[config.mk]
export PLATFORM = sky130hd
export DESIGN_NAME = regfile_mover
export DESIGN_NICKNAME = d
export VERILOG_FILES = /design/src/rtl/regfile_mover.sv
export SDC_FILE = /design/constraint.sdc
export NUM_CORES = 1
export LEC_CHECK = 0
export ABC_AREA = 1
export CAP_MARGIN = 25
export CORE_ASPECT_RATIO = 1.75
export CORE_MARGIN = 10
export CORE_UTILIZATION = 40
export DETAILED_ROUTE_END_ITERATION = 6
export PLACE_DENSITY_LB_ADDON = 0.1
export SLEW_MARGIN = 10
export SYNTH_ARGS = -nofsm -noshare
export SYNTH_HDL_FRONTEND = slang
export SYNTH_SLANG_ARGS = --single-unit
[constraint.sdc]
create_clock -name clk -period 1.85 [get_ports clk]
set_input_delay 0.37 -clock clk [delete_from_list [all_inputs] [get_ports clk]]
set_output_delay 0.37 -clock clk [all_outputs]
set_load 0.05 [all_outputs]
[src/rtl/regfile_mover.sv]
// Block copy / block fill sequencer driving a single-port register file.
// Copy reads one word then writes it (2 cycles/word); fill writes one word per cycle.
module regfile_mover #(
  parameter int DATA_WIDTH      = 8,
  parameter int DATA_ADDR_WIDTH = 5
) (
  input  logic                       clk,
  input  logic                       rst_n,
  input  logic                       i_start,
  input  logic                       i_mode,
  input  logic [DATA_ADDR_WIDTH-1:0] i_src_addr,
  input  logic [DATA_ADDR_WIDTH-1:0] i_dst_addr,
  input  logic [DATA_ADDR_WIDTH:0]   i_length,
  input  logic [DATA_WIDTH-1:0]      i_fill_data,
  input  logic                       i_abort,
  output logic                       o_busy,
  output logic                       o_done,
  output logic [DATA_ADDR_WIDTH-1:0] o_rf_address,
  output logic [DATA_WIDTH-1:0]      o_rf_data,
  output logic                       o_rf_write_en,
  input  logic [DATA_WIDTH-1:0]      i_rf_data
);

  typedef enum logic [1:0] {StIdle, StRd, StWr, StDone} state_e;

  state_e                     r_state;
  logic                       r_mode;
  logic [DATA_ADDR_WIDTH-1:0] r_src_ptr;
  logic [DATA_ADDR_WIDTH-1:0] r_dst_ptr;
  logic [DATA_ADDR_WIDTH:0]   r_cnt;
  logic [DATA_WIDTH-1:0]      r_buf;

  always_ff @(posedge clk or negedge rst_n) begin
    if (!rst_n) begin
      r_state   <= StIdle;
      r_mode    <= 1'b0;
      r_src_ptr <= '0;
      r_dst_ptr <= '0;
      r_cnt     <= '0;
      r_buf     <= '0;
    end else begin
      unique case (r_state)
        StIdle: begin
          if (i_start) begin
            r_mode    <= i_mode;
            r_src_ptr <= i_src_addr;
            r_dst_ptr <= i_dst_addr;
            r_cnt     <= i_length;
            if (i_mode) r_buf <= i_fill_data;
            if (i_length == '0) r_state <= StDone;
            else if (i_mode)    r_state <= StWr;
            else                r_state <= StRd;
          end
        end
        StRd: begin
          if (i_abort) begin
            r_state <= StIdle;
          end else begin
            r_buf     <= i_rf_data;
            r_src_ptr <= r_src_ptr + DATA_ADDR_WIDTH'(1);
            r_state   <= StWr;
          end
        end
        StWr: begin
          // The write commits at this edge even when aborting.
          if (i_abort) begin
            r_state <= StIdle;
          end else begin
            r_dst_ptr <= r_dst_ptr + DATA_ADDR_WIDTH'(1);
            r_cnt     <= r_cnt - (DATA_ADDR_WIDTH + 1)'(1);
            if (r_cnt == (DATA_ADDR_WIDTH + 1)'(1)) r_state <= StDone;
            else if (r_mode)                         r_state <= StWr;
            else                                     r_state <= StRd;
          end
        end
        StDone:  r_state <= StIdle;
        default: r_state <= StIdle;
      endcase
    end
  end

  // Moore decode: outputs depend on registered state only.
  always_comb begin
    o_busy        = 1'b0;
    o_done        = 1'b0;
    o_rf_write_en = 1'b0;
    o_rf_address  = '0;
    o_rf_data     = '0;
    unique case (r_state)
      StIdle: ;
      StRd: begin
        o_busy       = 1'b1;
        o_rf_address = r_src_ptr;
      end
      StWr: begin
        o_busy        = 1'b1;
        o_rf_write_en = 1'b1;
        o_rf_address  = r_dst_ptr;
        o_rf_data     = r_buf;
      end
      StDone: begin
        o_busy = 1'b1;
        o_done = 1'b1;
      end
      default: ;
    endcase
  end

endmodule

==> flow_metrics.py <==
metrics = {
    "floorplan": {
        "coreArea_sq_um": 4400,
        "dieArea_sq_um": 7770,
        "num_rows": 32,
        "chipWidth_microns": 71.1,
        "start_util_pct": 41.4,
        "pin_count": 53,
        "die_y_microns": 109,
    },
    "synth": {
        "muxShareOfSynthArea_pct": 0,
        "synth_fa_ha_area_share_pct": 6.17,
        "yosys-top-cells-count": "nand2_1, inv_1, dfrtp_1",
        "synth-compound-area-share_pct": 14.7,
        "synth-async-reset-ratio_pct": 100,
        "synth_top_area_cell": "dfrtp_1",
        "ys.flop_type": "dfrtp_1",
        "netlist_area_sq_um": 1830,
        "synth_top_area_share_pct": 37.0,
        "synth.net_count": 317,
        "yosys.area_share.simple_pct": 30.1,
        "synth_xor_area_share_pct": 1.44,
        "synth_top_family_by_area": "simple AND/OR/NAND/NOR gates",
        "synth_cells": 271,
        "synth_area_leaders": "dfrtp_1, nand2_1, inv_1",
        "yosysSeqAreaShare_pct": 37.0,
        "yosysUniqueCellTypes": 27,
        "synth_edf_count": 0,
        "ys_ff_latch": 27,
        "yosys_warnings": 0,
        "synth.most_common_cell": "nand2_1",
        "syn_avg_cell_area_sq_um": 6.74,
    },
    "clock_tree": {
        "tritoncts": "done",
        "worstSkewPairLatency_ns": 0.28,
        "cts_buffer_depth": 2,
        "cts-buffers-inserted": 3,
        "htree_num_levels": 1,
        "cts_root_buf": "clkbuf_8",
        "cts_num_sinks": 27,
        "clk_pin_slew_ns": 0.10,
    },
    "place": {
        "port_buffers": 52,
        "gp_congestion": 0.871,
        "hpwl_microns": 4220,
    },
    "finish": {
        "antenna_cells": 0,
        "post-route-util_pct": 66.3,
        "drive_gt1_share_pct": 24.8,
        "area_growth_pct": 59.9,
        "nets": 382,
    },
    "drt": {
        "vias_per_cell": 4.97,
        "dr.pass1.iters": 4,
        "vias": 1920,
        "wirelength_microns": 5750,
        "wl_per_cell_microns": 14.9,
        "postRouteAntennaNets": 0,
        "drc": 0,
        "initialDrtViolationCount": 107,
    },
    "timing": {
        "worst_slack_ns": -0.0234,
        "skew_ns": 0.00189,
        "fin_crit_sh_pct": 101,
        "setup_viol": 12,
        "tightest_slew_ns": 0.368,
        "maxSlewHeadroom_pct": 75.5,
        "rsz0062_at_grt": "yes",
        "slew_viol_final": 0,
        "hold_viol_final": 0,
        "min_period_ns": 1.87,
        "fmax_mhz": 534,
    },
    "flow_run": {
        "cap_violations": 0,
    },
    "power_and_ir_drop": {
        "irDropWorstVdd_uv": 1280,
        "fin_total_pwr_w": 0.00552,
        "p_leak_nw": 1.44,
        "powerDensity_nw_per_um2": 1890,
    },
    "global_routing": {
        "track_usage_pct": 14.0,
        "grt_pass1_vias": 1967,
        "grt_max_degree": 28,
        "antenna_found_initial": 0,
        "grt_pass1_wl_microns": 9010,
        "overflow": 0,
    },
    "critical_path": {
        "cp.required_ns": 1.48,
        "r2r_slack_ns": 0.09,
        "crit_path_max_fanout": 5,
        "cp-start-kind": "flip-flop",
        "cp.arrival_ns": 1.50,
        "setup.worst_path.class": "reg -> out",
        "cp-end-kind": "output pin",
    },
    "outcome": {
        "violations": "setup timing",
        "status": "finished, violations left",
    },
    "min_path": {
        "hold_class": "in -> async",
    },
}
## per-layer routing
metal	track usage, %	vias up	wire (microns)
met5	0	-	0
met4	6.67	0	190
met3	3.43	15	309
met2	25.4	60	3150
met1	14.6	869	2100
li1	-	976	-
## sequential cells by signal, indices dropped and copies added (netlist names)
name and cells:
r_buf 8, r_cnt 6, r_dst_ptr 5, r_src_ptr 5, r_state 2, r_mode 1
## stage by stage
step                instances  hold WS, ns  area, sq um  setup TNS [ns]  worst slack, ns
finish                    386        0.460         2920          -0.184          -0.0234
global route              386        0.494         2920          -0.717          -0.0747
CTS                       384        0.480         2810          -0.216          -0.0446
detailed placement        373        0.511         2640               0            0.120
global placement          373        0.494         2640               0            0.152
floorplan                 271       0.0744         1880               0          0.00453
## cell usage in the layout (no fill, tap or decap), types with 6 or more instances in the layout
cell	instances
nand3_1	8
inv_2	9
nor2_1	20
nand2_4	8
ha_1	6
o21ai_0	13
dfrtp_1	26
a21oi_4	6
a21oi_1	6
inv_1	24
o21ai_1	14
nand2_2	8
nand2_1	90
clkdlybuf4s50_1	36
buf_4	9
buf_12	18
## logic make-up after synthesis
logic type                 Yosys count
and+or+nand+nor                    138
xor gates and xnor gates             3
DFF                                 27
adders and majority gates            9
buffers and inverters               47
AOI/OAI and AO/OA                   47
## timing repair
| action | in CTS | in global routing |
|---|---|---|
| setup buffers | 7 | 2 |
| hold buffers | 0 | 0 |
| endpoints found under the setup margin | 5 | 13 |
| pin swaps | 5 | 5 |
| resized for setup | 24 | 25 |
## worst paths after layout
path,startpoint,to,cells past startpoint
worst max-delay path,r_state[1],o_rf_address[4],6
worst min-delay path,rst_n,r_mode,2
worst max register to register,r_state[1],r_cnt[2],11
worst min register to register,r_cnt[5],r_cnt[5],2
max in group asynchronous,rst_n,r_state[0],2
min in group clk,r_cnt[5],r_cnt[5],2
## where the power goes
| part | switching [W] | total [W] | leakage, nW | internal (W) |
|---|---|---|---|---|
| sequential | 0.000308 | 0.00121 | 0.329 | 0.000898 |
| combinational | 0.00224 | 0.00395 | 1.09 | 0.00171 |
| clock | 0.000205 | 0.000359 | 0.0217 | 0.000154 |
## cell type report
cell class                 instances  area (sq um)
fill                             360          1490
multi-input combinational        197          1120
timing repair buffer              69           853
sequential                        27           677
inverter                          38           158
tap                               51          63.8
clock buffer                       3          41.3
clock inverter                     1          7.51
## critical path, stage by stage (launching register included)
cell	delay [ns]
dfrtp_1	0.39
inv_2	0.07
buf_6	0.13
ha_4	0.28
inv_6	0.06
a21oi_4	0.14
buf_12	0.15
(Power assumes the default switching activity.)
